==> config.mk <==
export PLATFORM = sky130hd
export DESIGN_NAME = calc_sequencer
export DESIGN_NICKNAME = d
export VERILOG_FILES = /design/src/rtl/calc_pkg.sv /design/src/rtl/seq_step_buffer.sv /design/src/rtl/calc_sequencer.sv
export SDC_FILE = /design/constraint.sdc
export NUM_CORES = 1
export LEC_CHECK = 0
export ABC_AREA = 1
export ABC_CLOCK_PERIOD_IN_PS = 1960
export CAP_MARGIN = 20
export CORE_ASPECT_RATIO = 0.7
export CORE_MARGIN = 1.5
export CORE_UTILIZATION = 29
export CTS_BUF_LIST = sky130_fd_sc_hd__clkbuf_2
export DETAILED_ROUTE_END_ITERATION = 10
export PLACE_DENSITY = 0.51
export SYNTH_ARGS = -nofsm -noshare
export SYNTH_HDL_FRONTEND = slang
export SYNTH_SLANG_ARGS = --single-unit
==> constraint.sdc <==
create_clock -name clk_i -period 1.96 [get_ports clk_i]
set_input_delay 0.196 -clock clk_i [delete_from_list [all_inputs] [get_ports clk_i]]
set_output_delay 0.196 -clock clk_i [all_outputs]
set_load 0.1 [all_outputs]
==> src/rtl/calc_pkg.sv <==
// Shared calculator types plus the step/sequencer definitions used by the macro player.
package calc_pkg;

  localparam int unsigned NumDigits  = 4;
  localparam int unsigned NumButtons = 15;

  typedef logic [3:0] bcd_t;

  typedef struct packed {
    logic                  sign;
    bcd_t [NumDigits-1:0]  significand;
  } num_t;

  typedef enum logic [4:0] {
    B_NONE = 5'd0,
    NUM_0, NUM_1, NUM_2, NUM_3, NUM_4, NUM_5, NUM_6, NUM_7, NUM_8, NUM_9,
    OP_ADD, OP_SUB, OP_MUL, OP_EQ, OP_CLR
  } active_button_t;

  typedef logic [NumButtons-1:0] buttons_t;

  typedef struct packed {
    active_button_t button;
    bcd_t           expected;
  } seq_step_t;

  typedef enum logic [2:0] {
    S_IDLE, S_PRE_IDLE, S_RELEASE, S_PRESS, S_SETTLE, S_WAIT, S_CHECK, S_DONE
  } seq_state_e;

  // One-hot board encoding; B_NONE drives no button at all.
  function automatic buttons_t button2buttons(active_button_t b);
    buttons_t r;
    r = '0;
    if (b != B_NONE) r = buttons_t'(1) << (5'(b) - 5'd1);
    return r;
  endfunction

endpackage

==> src/rtl/seq_step_buffer.sv <==
// Append-only step store with a combinational read port; cleared as a whole.
module seq_step_buffer
  import calc_pkg::*;
#(
  parameter int unsigned Depth = 16
) (
  input  logic                       clk_i,
  input  logic                       rst_i,
  input  logic                       clear_i,
  input  logic                       wr_en_i,
  input  seq_step_t                  wr_step_i,
  input  logic [$clog2(Depth)-1:0]   rd_idx_i,
  output seq_step_t                  rd_step_c,
  output logic [$clog2(Depth+1)-1:0] count_o,
  output logic                       full_c
);

  localparam int unsigned IdxW = $clog2(Depth);
  localparam int unsigned CntW = $clog2(Depth + 1);

  seq_step_t       mem_q [Depth];
  logic [IdxW-1:0] wr_ptr_q;
  logic [CntW-1:0] count_q;
  logic            do_write;

  assign full_c    = (count_q == CntW'(Depth));
  assign do_write  = wr_en_i && !full_c && !clear_i;
  assign count_o   = count_q;
  assign rd_step_c = mem_q[rd_idx_i];

  always_ff @(posedge clk_i or posedge rst_i) begin
    if (rst_i) begin
      wr_ptr_q <= '0;
      count_q  <= '0;
    end else if (clear_i) begin
      wr_ptr_q <= '0;
      count_q  <= '0;
    end else if (do_write) begin
      wr_ptr_q <= wr_ptr_q + IdxW'(1);
      count_q  <= count_q + CntW'(1);
    end
  end

  // Payload storage needs no reset: entries past count are never read.
  always_ff @(posedge clk_i) begin
    if (do_write) mem_q[wr_ptr_q] <= wr_step_i;
  end

endmodule

==> src/rtl/calc_sequencer.sv <==
// Button-macro player: replays stored steps into the calculator core and checks
// the display's most-significant digit once the controller returns to idle.
module calc_sequencer
  import calc_pkg::*;
#(
  parameter int unsigned Depth         = 16,
  parameter int unsigned PressCycles   = 2,
  parameter int unsigned ReleaseCycles = 1,
  parameter int unsigned TimeoutCycles = 256
) (
  input  logic                         clk_i,
  input  logic                         rst_i,
  input  logic                         load_valid_i,
  input  active_button_t               load_button_i,
  input  bcd_t                         load_expected_i,
  output logic                         load_ready_o,
  input  logic                         clear_i,
  input  logic                         start_i,
  input  logic                         controller_idle_i,
  input  num_t                         display_rdata_i,
  output buttons_t                     buttons_o,
  output logic                         busy_o,
  output logic                         done_o,
  output logic                         pass_o,
  output logic [$clog2(Depth+1)-1:0]   error_count_o,
  output logic [$clog2(Depth)-1:0]     first_fail_o,
  output logic                         timeout_o
);

  localparam int unsigned IdxW = $clog2(Depth);
  localparam int unsigned CntW = $clog2(Depth + 1);
  localparam int unsigned TmrW = $clog2(TimeoutCycles + PressCycles + ReleaseCycles + 3);

  seq_state_e      state_q, state_d;
  logic [IdxW-1:0] idx_q, idx_d, ff_q, ff_d;
  logic [CntW-1:0] err_q, err_d, count;
  logic [TmrW-1:0] tmr_q, tmr_d;
  logic            to_q, to_d, pass_q, pass_d;
  logic            busy_q, busy_d, done_q, done_d;
  buttons_t        buttons_q, buttons_d;
  seq_step_t       step;
  logic            full, idle_clear, wr_en, last_step, mismatch, tmr_expired;
  logic            unused_display;

  assign idle_clear   = clear_i && (state_q == S_IDLE);
  assign load_ready_o = (state_q == S_IDLE) && !full;
  assign wr_en        = load_valid_i && load_ready_o && !idle_clear;

  seq_step_buffer #(.Depth(Depth)) u_buffer (
    .clk_i     (clk_i),
    .rst_i     (rst_i),
    .clear_i   (idle_clear),
    .wr_en_i   (wr_en),
    .wr_step_i ('{button: load_button_i, expected: load_expected_i}),
    .rd_idx_i  (idx_q),
    .rd_step_c (step),
    .count_o   (count),
    .full_c    (full)
  );

  assign last_step      = (CntW'(idx_q) == count - CntW'(1));
  assign mismatch       = (step.expected != display_rdata_i.significand[NumDigits-1]);
  assign tmr_expired    = (tmr_q == TmrW'(TimeoutCycles - 1));
  assign unused_display = ^{display_rdata_i.sign, display_rdata_i.significand[NumDigits-2:0]};

  always_ff @(posedge clk_i or posedge rst_i) begin
    if (rst_i) state_q <= S_IDLE;
    else       state_q <= state_d;
  end

  // Next state; the shared timer restarts on every state change.
  always_comb begin
    state_d = state_q;
    case (state_q)
      S_IDLE:     if (start_i) state_d = (count == '0) ? S_DONE : S_PRE_IDLE;
      S_PRE_IDLE: if (controller_idle_i) state_d = S_RELEASE;
                  else if (tmr_expired)  state_d = S_DONE;
      S_RELEASE:  if (tmr_q == TmrW'(ReleaseCycles - 1)) state_d = S_PRESS;
      S_PRESS:    if (tmr_q == TmrW'(PressCycles - 1))   state_d = S_SETTLE;
      S_SETTLE:   if (tmr_q == TmrW'(1))                 state_d = S_WAIT;
      S_WAIT:     if (controller_idle_i) state_d = S_CHECK;
                  else if (tmr_expired)  state_d = S_DONE;
      S_CHECK:    state_d = last_step ? S_DONE : S_RELEASE;
      S_DONE:     state_d = S_IDLE;
      default:    state_d = S_IDLE;
    endcase
  end

  always_comb begin
    tmr_d  = (state_d != state_q) ? '0 : tmr_q + TmrW'(1);
    idx_d  = idx_q;
    err_d  = err_q;
    ff_d   = ff_q;
    to_d   = to_q;
    pass_d = pass_q;

    if (state_q == S_IDLE && start_i) begin
      idx_d  = '0;
      err_d  = '0;
      ff_d   = '0;
      to_d   = 1'b0;
      pass_d = 1'b0;
    end

    if ((state_q == S_PRE_IDLE || state_q == S_WAIT) && !controller_idle_i && tmr_expired)
      to_d = 1'b1;

    if (state_q == S_CHECK) begin
      if (mismatch) begin
        if (err_q != CntW'(Depth)) err_d = err_q + CntW'(1);
        if (err_q == '0)           ff_d  = idx_q;
      end
      if (!last_step) idx_d = idx_q + IdxW'(1);
    end

    if (state_d == S_DONE) pass_d = (err_d == '0) && !to_d;

    buttons_d = (state_d == S_PRESS) ? button2buttons(step.button) : button2buttons(B_NONE);
    busy_d    = (state_d != S_IDLE);
    done_d    = (state_d == S_DONE);
  end

  always_ff @(posedge clk_i or posedge rst_i) begin
    if (rst_i) begin
      tmr_q     <= '0;
      idx_q     <= '0;
      err_q     <= '0;
      ff_q      <= '0;
      to_q      <= 1'b0;
      pass_q    <= 1'b0;
      busy_q    <= 1'b0;
      done_q    <= 1'b0;
      buttons_q <= button2buttons(B_NONE);
    end else begin
      tmr_q     <= tmr_d;
      idx_q     <= idx_d;
      err_q     <= err_d;
      ff_q      <= ff_d;
      to_q      <= to_d;
      pass_q    <= pass_d;
      busy_q    <= busy_d;
      done_q    <= done_d;
      buttons_q <= buttons_d;
    end
  end

  assign buttons_o     = buttons_q;
  assign busy_o        = busy_q;
  assign done_o        = done_q;
  assign pass_o        = pass_q;
  assign error_count_o = err_q;
  assign first_fail_o  = ff_q;
  assign timeout_o     = to_q;

endmodule

# Word-level counts from Yosys, hierarchy flattened
# Memories as Yosys holds them, arrays and structs flattened.
# Index checks and enable logic that the tools add are counted.
[totals] register_bits=53 latchBits=0 output_inout_bits=29 ram_bits=144 mem_count=1 rom_bits=0 input_bits=32
[memory_table] name="u_buffer.mem_q" words=16 word_bits=9 read_ports=1 rd_clocked_by_memory_dff=0 wr=1 line_no="seq_step_buffer.sv:21" text="seq_step_t mem_q [Depth];"
[classes] n_lt_le_gt_ge=0 reduce_logical=24 n_addsub=7 mux=34 bitwise=0 div_mod_pow=0 n_mul=0 shift=1 eq_ne=16
[ops] operator="$mux W4" n=9
[ops] operator="$mux W15" n=2
[ops] operator="$mux W5" n=6
[ops] operator="$mux W3" n=9
[ops] operator="$pmux W3 S8" n=1
[ops] operator="$eq A3 B3 Y1 const B" n=5
[ops] operator="$logic_not A5 Y1" n=3
[ops] operator="$shl A1 B5 Y15 const A" n=1
[ops] operator="$add A5 B1 Y5 const B" n=2
[ops] operator="$logic_and A1 B1 Y1" n=10
[ops] operator="$sub A5 B1 Y5 const B" n=2
[ops] operator="$add A9 B1 Y9 const B" n=1
[ops] operator="$eq A3 B2 Y1 const B" n=3
[ops] operator="$eq A9 B1 Y1 const B" n=1
[ops] operator="$eq A9 B8 Y1 const B" n=1
[ops] operator="$logic_not A9 Y1" n=1
[ops] operator="$mux W9" n=1
[ops] operator="$add A4 B1 Y4 const B" n=2
[ops] operator="$mux W1" n=6
[ops] operator="$eq A4 B5 Y1" n=1
[ops] operator="$eq A5 B5 Y1 const B" n=1
[ops] operator="$ne A5 B5 Y1 const B" n=1
[ops] operator="$reduce_bool A5 Y1" n=1
[ops] operator="$logic_not A1 Y1" n=4
[ops] operator="other kinds (7)" n=8

# Depth between registers and ports, before layout
# Gate-level depths: netlist of the first run.
[depth] ltp_word=9 mapped_depth=20 ltp_nobuf=18

# By module
# Synthesis of the first run repeated with hierarchy kept, for this count alone.
[hier_totals] hier_cells=1000 area_unflattened_um2=9354.0
[modules_own_cells] mod="seq_step_buffer" n_inst=1 cells_each=673 area_each_um2=6889.1
[modules_own_cells] mod="calc_sequencer" n_inst=1 cells_each=327 area_each_um2=2464.9

# Worst setup path before layout of the first run
# Ideal clock, no wire load.
[synth_path] path_kind="reg-to-reg" from="reg u_buffer.count_q[0] (netlist: u_buffer.count_o[0])" to="mem u_buffer.mem_q[11][0] (netlist bit) (enable)" path_slack_ns=-1.018 setup_ns=0.374 t_required_ns=1.586 synth_period_minus_slack_ns=2.978 path_stages_with_launch=10 t_arrival_ns=2.603 path_cell_list="dfrtp_1 inv_1 ha_1 nand2_1 o21ai_0 inv_1 nand3_1 inv_1 nand2_1 nor2_1"
[synth_via] elab_chain_len=9
[synth_rtl] element="from (decl)" line_no="seq_step_buffer.sv:23" text="logic [CntW-1:0] count_q;"
[synth_rtl] element="from (signal assigned)" line_no="seq_step_buffer.sv:40" text="count_q <= count_q + CntW'(1);"
[synth_rtl] element="$eq A5 B5 Y1" line_no="seq_step_buffer.sv:26" text="assign full_c = (count_q == CntW'(Depth));"
[synth_rtl] element="$logic_not A1 Y1" line_no="calc_sequencer.sv:46" text="assign load_ready_o = (state_q == S_IDLE) && !full;"
[synth_rtl] element="$logic_and A1 B1 Y1" line_no="calc_sequencer.sv:46"
[synth_rtl] element="net load_ready_o" line_no="calc_sequencer.sv:16" text="output logic load_ready_o,"
[synth_rtl] element="$logic_and A1 B1 Y1 (2 in a row)" line_no="calc_sequencer.sv:47" text="assign wr_en = load_valid_i && load_ready_o && !idle_clear;"
[synth_rtl] element="$logic_and A1 B1 Y1 (2 in a row)" line_no="seq_step_buffer.sv:27" text="assign do_write = wr_en_i && !full_c && !clear_i;"
[synth_rtl] element="$mux W1" line_no="seq_step_buffer.sv:46" text="if (do_write) mem_q[wr_ptr_q] <= wr_step_i;"
[synth_rtl] element="$mux W1 (not written as such)" line_no="seq_step_buffer.sv:46"
[synth_rtl] element="to (decl)" line_no="seq_step_buffer.sv:21"
# The timed path passes the listed nets, and every way through them passes these cells.

# Worst setup path after layout of the first run
[layout_path] from="reg tmr_q[0]" to="reg tmr_q[4]"
[layout_via] elab_chain_len=6 word_cells_on_any_way=13 cone_classes="add/sub (1); eq/ne (3); mux (8); reduce/logical (1)"
[layout_rtl] element="from (decl)" line_no="calc_sequencer.sv:37" text="logic [TmrW-1:0] tmr_q, tmr_d;"
[layout_rtl] element="from (signal assigned)" line_no="calc_sequencer.sv:135" text="tmr_q <= tmr_d;"
[layout_rtl] element="$eq A9 B8 Y1" line_no="calc_sequencer.sv:63" text="assign tmr_expired = (tmr_q == TmrW'(TimeoutCycles - 1));"
[layout_rtl] element="$mux W3" line_no="calc_sequencer.sv:77, calc_sequencer.sv:82"
[layout_rtl] element="$mux W3 (on tied branches)" line_no="calc_sequencer.sv:81, calc_sequencer.sv:76"
[layout_rtl] element="$pmux W3 S8" line_no="calc_sequencer.sv:74" text="case (state_q)"
[layout_rtl] element="$ne A3 B3 Y1" line_no="calc_sequencer.sv:90" text="tmr_d = (state_d != state_q) ? '0 : tmr_q + TmrW'(1);"
[layout_rtl] element="$mux W9 (*)" line_no="calc_sequencer.sv:90"
[layout_rtl] element="net tmr_d[4]" line_no="calc_sequencer.sv:37"
# The timed path passes the listed nets; every way through them passes the cells marked *.
# A chain may end at the register's enable or synchronous reset.

==> summary.md, run 1 <==
| Metric | Value |
|---|---|
| Grt ovf | `0` |
| Placed inst area | `10700 um^2` |
| GRT Util Overall | `15.9%` |
| Layout cells sized above 1 | `40.4%` |
| DRT iter0 DRCs | `513` |
| Post-route cell area | `12500 um^2` |
| Crit-path cells | `ha_4 -> nand3_4 -> nor2_4 -> nand3_2 -> nor2_2 -> ha_2 -> nor2_2 -> nor2_1 -> nor2_1 -> o21ai_2 -> nand2_2 -> xor2_4 -> o221ai_4 -> nor2_1` |
| Worst min path class | `in2reg` |
| Slew margin rel. | `50.8%` |
| Worst setup path class | `reg2reg` |
| Die Height | `148 um` |
| Initial antenna violation count | `1` |
| Reg2Reg Depth | `14` |
| Syn_nets | `887` |
| Cell mode on critical path | `nor2_1` |
| Setup crit end kind | `register` |
| RSZ-0062 raised after global routing | `yes` |
| Main flop type after synthesis | `edfxtp_1` |
| Final hold vios | `0` |
| Maximum fanout along the worst path | `5` |
| Pre-CTS WS | `-501 ps` |
| Combinational power share | `56.3%` |
| Synth area leaders | `edfxtp_1 50%, dfrtp_1 15%, nand2_1 9.0%` |
| DR WL/cell | `17.1 um` |
| Clock Tree Root | `clkbuf_2` |
| Routed wire length | `about 24000 um` |
| Die width | `210 um` |
| Post-Synthesis Cell Area | `8710 um^2` |
| Status | `finished, violations left` |
| Clock power frac | `between 10% and 20%` |
| Seq pwr share | `31.0%` |
| Core footprint | `29200 um^2` |
| Yosys reg bits | `197` |
| Tcrit/Tclk final | `122%` |
| Mean Syn Cell Area | `between 10 and 15 um^2` |
| Critical path's slowest cell | `dfrtp_1` |
| Crit path DAT | `between 3000 and 4000 ps` |
| Bufs on Longest Clock Path | `2` |
| Non-Filler Instances | `1422` |
| Net Sw Power | `7.17 mW` |
| Top Ports | `61` |
| Yosys top cell by area | `edfxtp_1` |
| Sink Count | `197` |
| Reg-to-reg startpoint | `tmr_q[0]` |
| Measured slew at the worst slew-check pin | `735 ps` |
| Fill cells | `about 2.7k` |
| Clk_skew | `52.8 ps` |
| Ys async rst share | `around 27%` |
| WHS Endpoint | `state_q[2]` |
| Seq/Total Area, Yosys | `64.8%` |
| Largest net degree at the start of global routing | `32` |
| RePlAce Congestion | `approximately 0.84` |
| Post-DP HPWL | `15900 um` |
| Port buffer count | `47` |
| R2R Setup Slk | `-430 ps` |
| First-pass GRT wire length | `37200 um` |
| Max Cap Violations | `0` |
| P_int | `approximately 9.2 mW` |
| Cells after DPL | `approximately 1.3k` |
| Die area | `31100 um^2` |
| Post-synth EDFFs | `around 140` |
| TritonCTS clock tree | `yes` |
| Worst setup margin | `-426 ps` |
| Reg clk slew, reported paths | `approximately 280 ps` |
| Post-route DRC | `0` |
| Hold path start | `start_i` |
| Leakage | `between 4 and 5 nW` |
| Crit-path max cell delay | `470 ps` |
| WP data required | `2630 ps` |
| H-tree depth | `4` |
| Synth warnings | `0` |
| Post-synth cell types | `42` |
| Failing checks | `setup timing` |
| PwrDens | `1310 nW/um^2` |
| Cells after Synth | `842` |
| Setup Viol. Count Final | `45` |
| Clock latency on the worst-skew pair | `770 ps` |
| Initial Util | `29.8%` |
| Sw Share | `43.8%` |
| Max Fclk | `419 MHz` |
| Worst VDD drop | `around 590 uV` |
| Vias in the first global route | `6374` |
| Startpoint Class | `register` |
| Pre-antenna DRT Iters | `5` |
| Post-route ant nets | `0` |
| Tmin final | `about 2400 ps` |
| WHS Path Cells | `5` |
| Pins over their slew limit | `0` |
| CTS Buf Count | `17` |
| Placement Rows | `52` |
| Top cell type's share of synthesized area | `49.6%` |
| Fin nets | `1075` |
| Worst reg2reg path endpoint | `tmr_q[4]` |
| Vias per Instance | `4.65` |
| Layout area overhead | `43.6%` |
| Via count | `6609` |
==> area by class of cell <==
class	instances	area (um^2)	share of cell area, %
Sequential cell	197	5660	45.3
Multi-Input combinational cell	531	3600	28.8
Timing Repair Buffer	195	2120	16.9
Tap cell	378	473	3.78
Inverter	87	390	3.12
Clock inverter	13	155	1.24
Clock buffer	19	95.1	0.760
Timing Repair inverter	1	11.3	0.0900
Antenna cell	1	2.50	0.0200
==> stage by stage <==
step                      TNS (ps)  util [%]  hold slack [ps]  power [mW]
after global routing        -24000      42.8              135        17.3
final                       -11790      42.8              198        16.4
after global placement      -12190      36.6              529        11.5
after detailed placement    -12190      36.6              529        11.5
after floorplan               -420         -              295        9.17
after CTS                   -10550      41.0             51.9        15.5
==> synth_stat cells, types with 3 or more instances <==
| library cell | n |
|---|---|
| nor2_2 | 4 |
| inv_1 | 79 |
| a221oi_1 | 6 |
| o21ai_0 | 49 |
| inv_2 | 3 |
| o221ai_1 | 3 |
| buf_4 | 3 |
| xor2_1 | 6 |
| nor3_1 | 14 |
| nand3_1 | 65 |
| a21oi_1 | 24 |
| buf_2 | 16 |
| nor2_1 | 96 |
| dfrtp_1 | 53 |
| buf_6 | 7 |
| nand2_1 | 210 |
| edfxtp_1 | 144 |
| ha_1 | 13 |
| nand4_1 | 8 |
| o22ai_1 | 8 |
==> repair_timing <==
action                                  in CTS  in global routing
gates resized for setup                    153                125
pin swaps                                   43                 70
buffers inserted                            35                 22
hold buffers                                 1                  0
endpoints found under the setup margin      41                192
endpoints found under the hold margin       22                  0
cloned                                       7                  3
==> power by group through the flow <==
stage	logic [mW]	clock network, mW	registers, mW
2_1_floorplan	3.23	0	5.94
3_3_place_gp	6.41	0	5.11
3_5_place_dp	6.40	0	5.11
4_1_cts	8.29	2.16	5.05
5_1_grt	9.91	2.31	5.13
6_report	9.22	2.08	5.08
==> state kept, by name (all words and copies together), names as in the netlist, 3 cells and up <==
signal	count
u_buffer.mem_q	144
first_fail_o	4
u_buffer.count_o	5
tmr_q	9
buttons_o	15
state_q	3
u_buffer.wr_ptr_q	4
error_count_o	5
idx_q	4
==> cells in the final DEF (no fill, tap or decap), types with 12 or more instances in the layout <==
cell               n
nand2_1          153
clkbuf_2          19
a21oi_1           16
o21ai_0           26
nand3_1           39
buf_12            27
dfrtp_1           44
buf_4            108
nor2_2            18
clkdlybuf4s50_1   18
o21ai_2           12
nor2_1            58
nand2_4           13
buf_6             31
nand2_2           41
edfxtp_1         144
inv_1             69
nor2_4            25
nand3_2           22
==> routing by layer <==
layer  up-vias  part of all wire (%)  GRT usage [%]  routed length (um)
met5         -                     0              0                   0
met4         0                   1.1           3.56                 278
met3        16                   4.8           3.06                1180
met2       144                    42           22.8               10200
met1      3215                    52           24.6               12700
li1       3234                     -              -                   -
==> kinds of logic (layout without fill, tap and decap cells) <==
| logic type | after synthesis | count (layout) | share of synthesized area (%) |
|---|---|---|---|
| buf+inv | 115 | 315 | 5.99 |
| fa+ha+maj | 13 | 13 | 1.87 |
| xor+xnor | 8 | 8 | 0.804 |
| flops | 197 | 197 | 64.8 |
| other cells | 0 | 1 | 0 |
| simple gates | 408 | 408 | 19.8 |
| mux | 1 | 1 | 0.115 |
| compound gates | 100 | 101 | 6.59 |
==> worst max-delay path by stage <==
| stage | start | endpoint | slack (ps) | cells past startpoint |
|---|---|---|---|---|
| floorplan | tmr_q[0] | tmr_q[0] | -40 | 14 |
| global placement | idx_q[1] | buttons_o[14] | -480 | 10 |
| detailed placement | idx_q[2] | buttons_o[14] | -500 | 11 |
| CTS | tmr_q[0] | tmr_q[2] | -460 | 14 |
| global route | tmr_q[0] | tmr_q[4] | -590 | 14 |
| finish | tmr_q[0] | tmr_q[4] | -430 | 14 |
==> critical path: cells and delay by family (launching register included) <==
kind,cells,cell delay (ps)
AND/OR/NAND/NOR,9,840
flip-flops,1,470
adder cells (fa/ha/maj),2,380
AO/OA/AOI/OAI,2,360
XOR/XNOR,1,250
No activity file was read; power rests on OpenSTA's default activity.
==> inputs of run 2 (changes only) <==
- GPL_TIMING_DRIVEN: not set -> 0
==> run 2 against run 1 <==
Effect of this change:
- the run still ends with setup timing left
- maximum frequency rose by 1.2%
- cell area fell by 7.9%
- power fell by 9.6%
- core utilization fell by 3.4 points
- sequential power fell by 1%
- clock skew rose by 2.7 ps
- register-to-register slack improved by 30 ps
- first-iteration DRC count fell by 29%
- largest power group unchanged
- highest routed layer unchanged
==> summary.md, run 2 (synthesis gave the netlist of run 1 again) <==
| Metric | Value |
|---|---|
| Leakage | `4.54 nW (was 4.95 nW)` |
| R2R Setup Slk | `-400 ps (was -430 ps)` |
| Seq pwr share | `33.9% (was 31.0%)` |
| Via count | `6337 (was 6609)` |
| Clock Tree Root | `clkbuf_2 (unchanged)` |
| Measured slew at the worst slew-check pin | `736 ps (was 735 ps)` |
| Post-DP HPWL | `15400 um (was 15900 um)` |
| Layout area overhead | `32.3% (was 43.6%)` |
| Bufs on Longest Clock Path | `2 (unchanged)` |
| Crit path buf inv count | `4 (was 0)` |
| Layout cells sized above 1 | `31.6% (was 40.4%)` |
| WP data required | `2740 ps (was 2630 ps)` |
| Initial Util | `29.8% (unchanged)` |
| Setup Viol. Count Final | `37 (was 45)` |
| Startpoint Class | `register (unchanged)` |
| Vias per Instance | `4.63 (was 4.65)` |
| Initial antenna violation count | `1 (unchanged)` |
| Final hold vios | `0 (unchanged)` |
| Worst VDD drop | `419 uV (was 590 uV)` |
| Failing checks | `setup timing (unchanged)` |
| Die Height | `148 um (unchanged)` |
| Post-route ant nets | `0 (unchanged)` |
| WHS Path Cells | `5 (unchanged)` |
| Reg clk slew, reported paths | `330 ps (was 280 ps)` |
| Status | `finished, violations left (unchanged)` |
| Sink Count | `197 (unchanged)` |
| Net Sw Power | `6.96 mW (was 7.17 mW)` |
| Reg2Reg Depth | `19 (was 14)` |
| Clock latency on the worst-skew pair | `820 ps (was 770 ps)` |
| Pre-CTS WS | `-941 ps (was -501 ps)` |
| Pins over their slew limit | `0 (unchanged)` |
| Largest net degree at the start of global routing | `35 (was 32)` |
| Routed wire length | `23800 um (was 24300 um)` |
| Max reg flops | `144 (unchanged)` |
| PwrDens | `1280 nW/um^2 (was 1310 nW/um^2)` |
| Combinational power share | `51.4% (was 56.3%)` |
| Tmin final | `2360 ps (was 2390 ps)` |
| Core footprint | `29200 um^2 (unchanged)` |
| Cell mode on critical path | `nand2_1 (was nor2_1)` |
| Reg-to-reg startpoint | `idx_q[0] (was tmr_q[0])` |
| Max Cap Violations | `0 (unchanged)` |
| Worst min path class | `in2reg (unchanged)` |
| Setup crit end kind | `register (unchanged)` |
| Cell family with most CP delay | `simple AND/OR/NAND/NOR gates (unchanged)` |
| Crit path DAT | `3140 ps (was 3060 ps)` |
| P_int | `7.85 mW (was 9.21 mW)` |
| Non-Filler Instances | `1368 (was 1422)` |
| Cells after DPL | `1269 (was 1339)` |
| Crit-path max cell delay | `500 ps (was 470 ps)` |
| WHS Endpoint | `busy_o (was state_q[2])` |
| TNS Setup | `-10770 ps (was -11790 ps)` |
| RePlAce Congestion | `0.817 (was 0.836)` |
| H-tree depth | `4 (unchanged)` |
| Post-route DRC | `0 (unchanged)` |
| Maximum fanout along the worst path | `8 (was 5)` |
| Sw Share | `47.0% (was 43.8%)` |
| Worst setup margin | `-397 ps (was -426 ps)` |
| Vias in the first global route | `5939 (was 6374)` |
| Clk_skew | `55.5 ps (was 52.8 ps)` |
| Worst setup path class | `reg2reg (unchanged)` |
| Hold path start | `start_i (unchanged)` |
| Slew margin rel. | `50.8% (about the same)` |
| Critical path's slowest cell | `dfrtp_1 (unchanged)` |
| Placement Rows | `52 (unchanged)` |
| Crit-path cells | `buf_8 -> clkinv_8 -> buf_8 -> nand2_1 -> nand3_2 -> nand2_2 -> nor2_1 -> nand2_1 -> nand2_1 -> nand2_1 -> nand2_1 -> nor2_2 -> nand2_4 -> buf_12 -> nand3_2 -> nand2_2 -> nor2_2 -> nand3_2 -> nand2_1 (was ha_4 -> nand3_4 -> nor2_4 -> nand3_2 -> nor2_2 -> ha_2 -> nor2_2 -> nor2_1 -> nor2_1 -> o21ai_2 -> nand2_2 -> xor2_4 -> o221ai_4 -> nor2_1)` |
| Grt ovf | `0 (unchanged)` |
| Port buffer count | `47 (unchanged)` |
| Top Ports | `61 (unchanged)` |
| GRT Util Overall | `15.5% (was 15.9%)` |
| Post-route cell area | `11500 um^2 (was 12500 um^2)` |
| Placed inst area | `9960 um^2 (was 10700 um^2)` |
| DR WL/cell | `17.4 um (was 17.1 um)` |
| Register with the most flip-flops | `u_buffer.mem_q (unchanged)` |
| Tcrit/Tclk final | `120% (was 122%)` |
| Pre-antenna DRT Iters | `5 (unchanged)` |
| DRT iter0 DRCs | `365 (was 513)` |
| Die area | `31100 um^2 (unchanged)` |
| Most common cell after layout, fill and taps aside | `nand2_1 (unchanged)` |
| Die width | `210 um (unchanged)` |
| First-pass GRT wire length | `35800 um (was 37200 um)` |
| Fin nets | `1020 (was 1075)` |
| Worst reg2reg path endpoint | `pass_o (was tmr_q[4])` |
| Fill cells | `2776 (was 2705)` |
| TritonCTS clock tree | `yes (unchanged)` |
| Max Fclk | `424 MHz (was 419 MHz)` |
| Critical path depth in cells | `19 (was 14)` |
| CTS Buf Count | `17 (unchanged)` |
| RSZ-0062 raised after global routing | `yes (unchanged)` |
| Clock power frac | `14.6% (was 12.7%)` |
| Most frequent cells in the layout | `179 x nand2_1, 144 x edfxtp_1, 72 x inv_1 (was 153 x nand2_1, 144 x edfxtp_1, 108 x buf_4)` |
[run 2: power by group through the flow]
stage	clock, mW	combinational, mW	sequential, mW
floorplan	0	3.23	5.94
global placement	0	5.65	5.09
detailed placement	0	5.70	5.09
CTS	2.23	6.36	5.01
global route	2.40	8.20	5.07
finish	2.17	7.61	5.02
[run 2: metrics by stage]
step / util [%] / total power [mW] / hold slack [ps]
global route: 39.5 / 15.7 / 67.3
detailed placement: 34.1 / 10.8 / 494
CTS: 37.1 / 13.6 / 56.3
global placement: 34.0 / 10.7 / 493
floorplan: - / 9.17 / 295
finish: 39.5 / 14.8 / 124
[run 2: per-layer routing]
metal	GRT usage (%)	wire, um	vias to the layer above	part of all wire, %
li1	-	-	3114	-
met5	0	0	-	0
met2	22.9	10400	147	44
met3	3.27	1450	6	6.1
met1	23.4	11900	3070	50
met4	3.13	128	0	0.54
[run 2: tightest hold or removal path: stages]
cell,delay [ps]
clkdlybuf4s50_1,440
nand2_1,80
nand2_1,70
nand2_1,100
nand2_1,60
[run 2: layout make-up]
type                            count  area, um^2  share of cell area (%)
Clock inverter                     15         186                    1.62
Sequential cell                   197        5660                    49.1
Antenna cell                        2        5.00                  0.0434
Clock buffer                       17        85.1                   0.738
Timing Repair Buffer              114        1110                    9.65
Tap cell                          378         473                    4.10
Inverter                           87         370                    3.21
Multi-Input combinational cell    531        3300                    28.6
Buffer                             27         335                    2.91
[run 2: worst max path at each step]
stage	start	endpoint	slack, ps
2_1_floorplan	tmr_q[0]	tmr_q[0]	-40
3_3_place_gp	idx_q[0]	buttons_o[1]	-900
3_5_place_dp	idx_q[0]	buttons_o[6]	-940
4_1_cts	idx_q[0]	buttons_o[6]	-390
5_1_grt	idx_q[0]	pass_o	-550
6_report	idx_q[0]	pass_o	-400
[run 2: what timing repair did]
action / CTS / global route
gates resized for setup: 220 / 139
gates cloned: 0 / 2
hold buffers: 1 / 0
buffers inserted: 45 / 22
pin swaps: 28 / 56
endpoints found under the hold margin: 30 / 0
endpoints found under the setup margin: 212 / 148
==> inputs of run 3 (changes only) <==
- SKIP_LAST_GASP: not set -> 1
==> run 3 against run 2 <==
Effect of this change:
- the flow still finishes with violations (setup timing)
- cell count is essentially flat
- clock power barely moved
- hold slack better by 2.1 ps
- critical path depth fell by 7
- core utilization down 0.15 points
- sequential power barely moved
==> summary.md, run 3 (synthesis gave the netlist of run 1 again) <==
| Metric | Value |
|---|---|
| Initial Util | `29.8% (unchanged)` |
| First-pass GRT wire length | `35800 um (unchanged)` |
| RSZ-0062 raised after global routing | `yes (unchanged)` |
| R2R Setup Slk | `-410 ps (was -400 ps)` |
| Slew margin rel. | `49.6% (was 50.8%)` |
| WHS Endpoint | `busy_o (unchanged)` |
| Measured slew at the worst slew-check pin | `754 ps (was 736 ps)` |
| TritonCTS clock tree | `yes (unchanged)` |
| Max Fclk | `423 MHz (was 424 MHz)` |
| GRT Util Overall | `15.5% (unchanged)` |
| Vias per Instance | `4.66 (was 4.63)` |
| Worst VDD drop | `419 uV (about the same)` |
| Vias in the first global route | `5942 (was 5939)` |
| Leakage | `4.53 nW (was 4.54 nW)` |
| Crit-path max cell delay | `510 ps (was 500 ps)` |
| Most frequent cells in the layout | `182 x nand2_1, 144 x edfxtp_1, 73 x inv_1 (was 179 x nand2_1, 144 x edfxtp_1, 72 x inv_1)` |
| Failing checks | `setup timing (unchanged)` |
| Via count | `6378 (was 6337)` |
| Tcrit/Tclk final | `121% (was 120%)` |
| Crit path DAT | `3130 ps (was 3140 ps)` |
| Fin nets | `1020 (unchanged)` |
| TNS Setup | `-10940 ps (was -10770 ps)` |
| Final hold vios | `0 (unchanged)` |
| Port buffer count | `47 (unchanged)` |
| Bufs on Longest Clock Path | `2 (unchanged)` |
| Placement Rows | `52 (unchanged)` |
| Post-route DRC | `0 (unchanged)` |
| H-tree depth | `4 (unchanged)` |
| Clk_skew | `59.2 ps (was 55.5 ps)` |
| Die width | `210 um (unchanged)` |
| Post-DP HPWL | `15400 um (unchanged)` |
| Routed wire length | `23900 um (was 23800 um)` |
| Critical path's slowest cell | `dfrtp_1 (unchanged)` |
| Reg clk slew, reported paths | `330 ps (about the same)` |
| Register with the most flip-flops | `u_buffer.mem_q (unchanged)` |
| Reg2Reg Depth | `12 (was 19)` |
| Tmin final | `2370 ps (was 2360 ps)` |
| Clock Tree Root | `clkbuf_2 (unchanged)` |
| Worst reg2reg path endpoint | `buttons_o[2] (was pass_o)` |
| Grt ovf | `0 (unchanged)` |
| Cell family with most CP delay | `buffers and inverters (was simple AND/OR/NAND/NOR gates)` |
| Initial antenna violation count | `1 (unchanged)` |
| Fill cells | `2783 (was 2776)` |
| Worst setup margin | `-406 ps (was -397 ps)` |
| Crit path buf inv count | `5 (was 4)` |
| Die Height | `148 um (unchanged)` |
| Max Cap Violations | `0 (unchanged)` |
| Cell mode on critical path | `nand2_1 (unchanged)` |
| Worst setup path class | `reg2reg (unchanged)` |
| Crit-path cells | `buf_8 -> clkinv_8 -> buf_12 -> buf_6 -> nand2_1 -> a221oi_4 -> o21ai_0 -> nand2_1 -> inv_1 -> nand3_2 -> nand3_4 -> nor2_2 (was buf_8 -> clkinv_8 -> buf_8 -> nand2_1 -> nand3_2 -> nand2_2 -> nor2_1 -> nand2_1 -> nand2_1 -> nand2_1 -> nand2_1 -> nor2_2 -> nand2_4 -> buf_12 -> nand3_2 -> nand2_2 -> nor2_2 -> nand3_2 -> nand2_1)` |
| Hold path start | `start_i (unchanged)` |
| Setup crit end kind | `register (unchanged)` |
| Pre-CTS WS | `-941 ps (unchanged)` |
| PwrDens | `1280 nW/um^2 (about the same)` |
| Maximum fanout along the worst path | `10 (was 8)` |
| Pre-antenna DRT Iters | `5 (unchanged)` |
| Clock latency on the worst-skew pair | `830 ps (was 820 ps)` |
| Startpoint Class | `register (unchanged)` |
| Die area | `31100 um^2 (unchanged)` |
| DR WL/cell | `17.4 um (about the same)` |
| Largest net degree at the start of global routing | `35 (unchanged)` |
| Layout cells sized above 1 | `31.0% (was 31.6%)` |
| Reg-to-reg startpoint | `idx_q[0] (unchanged)` |
| Worst min path class | `in2reg (unchanged)` |
| Setup Viol. Count Final | `37 (unchanged)` |
| Pins over their slew limit | `0 (unchanged)` |
| Layout area overhead | `31.8% (was 32.3%)` |
| WHS Path Cells | `5 (unchanged)` |
| CTS Buf Count | `17 (unchanged)` |
| Core footprint | `29200 um^2 (unchanged)` |
| WP data required | `2720 ps (was 2740 ps)` |
| Status | `finished, violations left (unchanged)` |
| RePlAce Congestion | `0.817 (unchanged)` |
| Top Ports | `61 (unchanged)` |
| Max reg flops | `144 (unchanged)` |
| Post-route ant nets | `0 (unchanged)` |
| DRT iter0 DRCs | `423 (was 365)` |
| Sink Count | `197 (unchanged)` |
| Most common cell after layout, fill and taps aside | `nand2_1 (unchanged)` |
[run 3: routing by layer]
layer	up-vias	GRT usage [%]	routed length (um)
li1	3117	-	-
met1	3129	23.4	12000
met2	125	22.9	10400
met3	7	3.27	1320
met4	0	3.13	133
met5	-	0	0
[run 3: tightest hold or removal path: stages]
cell and delay (ps):
clkdlybuf4s50_1 440, nand2_1 80, nand2_1 70, nand2_1 100, nand2_1 60
[run 3: area by class of cell]
cell class                 count  area (um^2)  area share, %
tap                          378          473           4.12
sequential                   197         5660           49.3
timing repair buffer         114         1100           9.62
buffer                        27          322           2.80
multi-input combinational    531         3280           28.5
clock inverter                15          186           1.62
antenna                        3         7.51         0.0654
clock buffer                  17         85.1          0.741
inverter                      87          370           3.22
[run 3: power breakdown]
| part | leakage, nW | internal (mW) | switching [mW] |
|---|---|---|---|
| clock | 0.161 | 0.479 | 1.70 |
| sequential | 2.00 | 4.77 | 0.259 |
| combinational | 2.37 | 2.55 | 4.97 |
| total | 4.53 | 7.80 | 6.93 |
[run 3: how the worst max path moves through the flow]
stage,slack [ps],startpoint,depth (start not counted),to
4_1_cts,-390,idx_q[0],12,buttons_o[6]
3_3_place_gp,-900,idx_q[0],12,buttons_o[1]
2_1_floorplan,-40,tmr_q[0],14,tmr_q[0]
5_1_grt,-550,idx_q[0],19,pass_o
6_report,-410,idx_q[0],12,buttons_o[2]
3_5_place_dp,-940,idx_q[0],12,buttons_o[6]
[run 3: repair_timing]
item	in CTS	in global routing
gates resized for setup	218	126
pin swaps	28	56
gates cloned	0	2
endpoints found under the setup margin	212	149
endpoints found under the hold margin	30	0
setup buffers	45	22
hold buffers	1	0
[run 3: per-stage QoR]
stage | instance area [um^2] | total power [mW] | hold slack [ps] | utilization (%) | instances
floorplan | 9000 | 9.17 | 295 | - | 842
global placement | 9940 | 10.7 | 493 | 34.0 | 1267
detailed placement | 9960 | 10.8 | 494 | 34.1 | 1269
CTS | 10800 | 13.6 | 56.3 | 37.1 | 1344
global route | 11500 | 15.6 | 67.3 | 39.3 | 1367
finish | 11500 | 14.7 | 126 | 39.3 | 1369
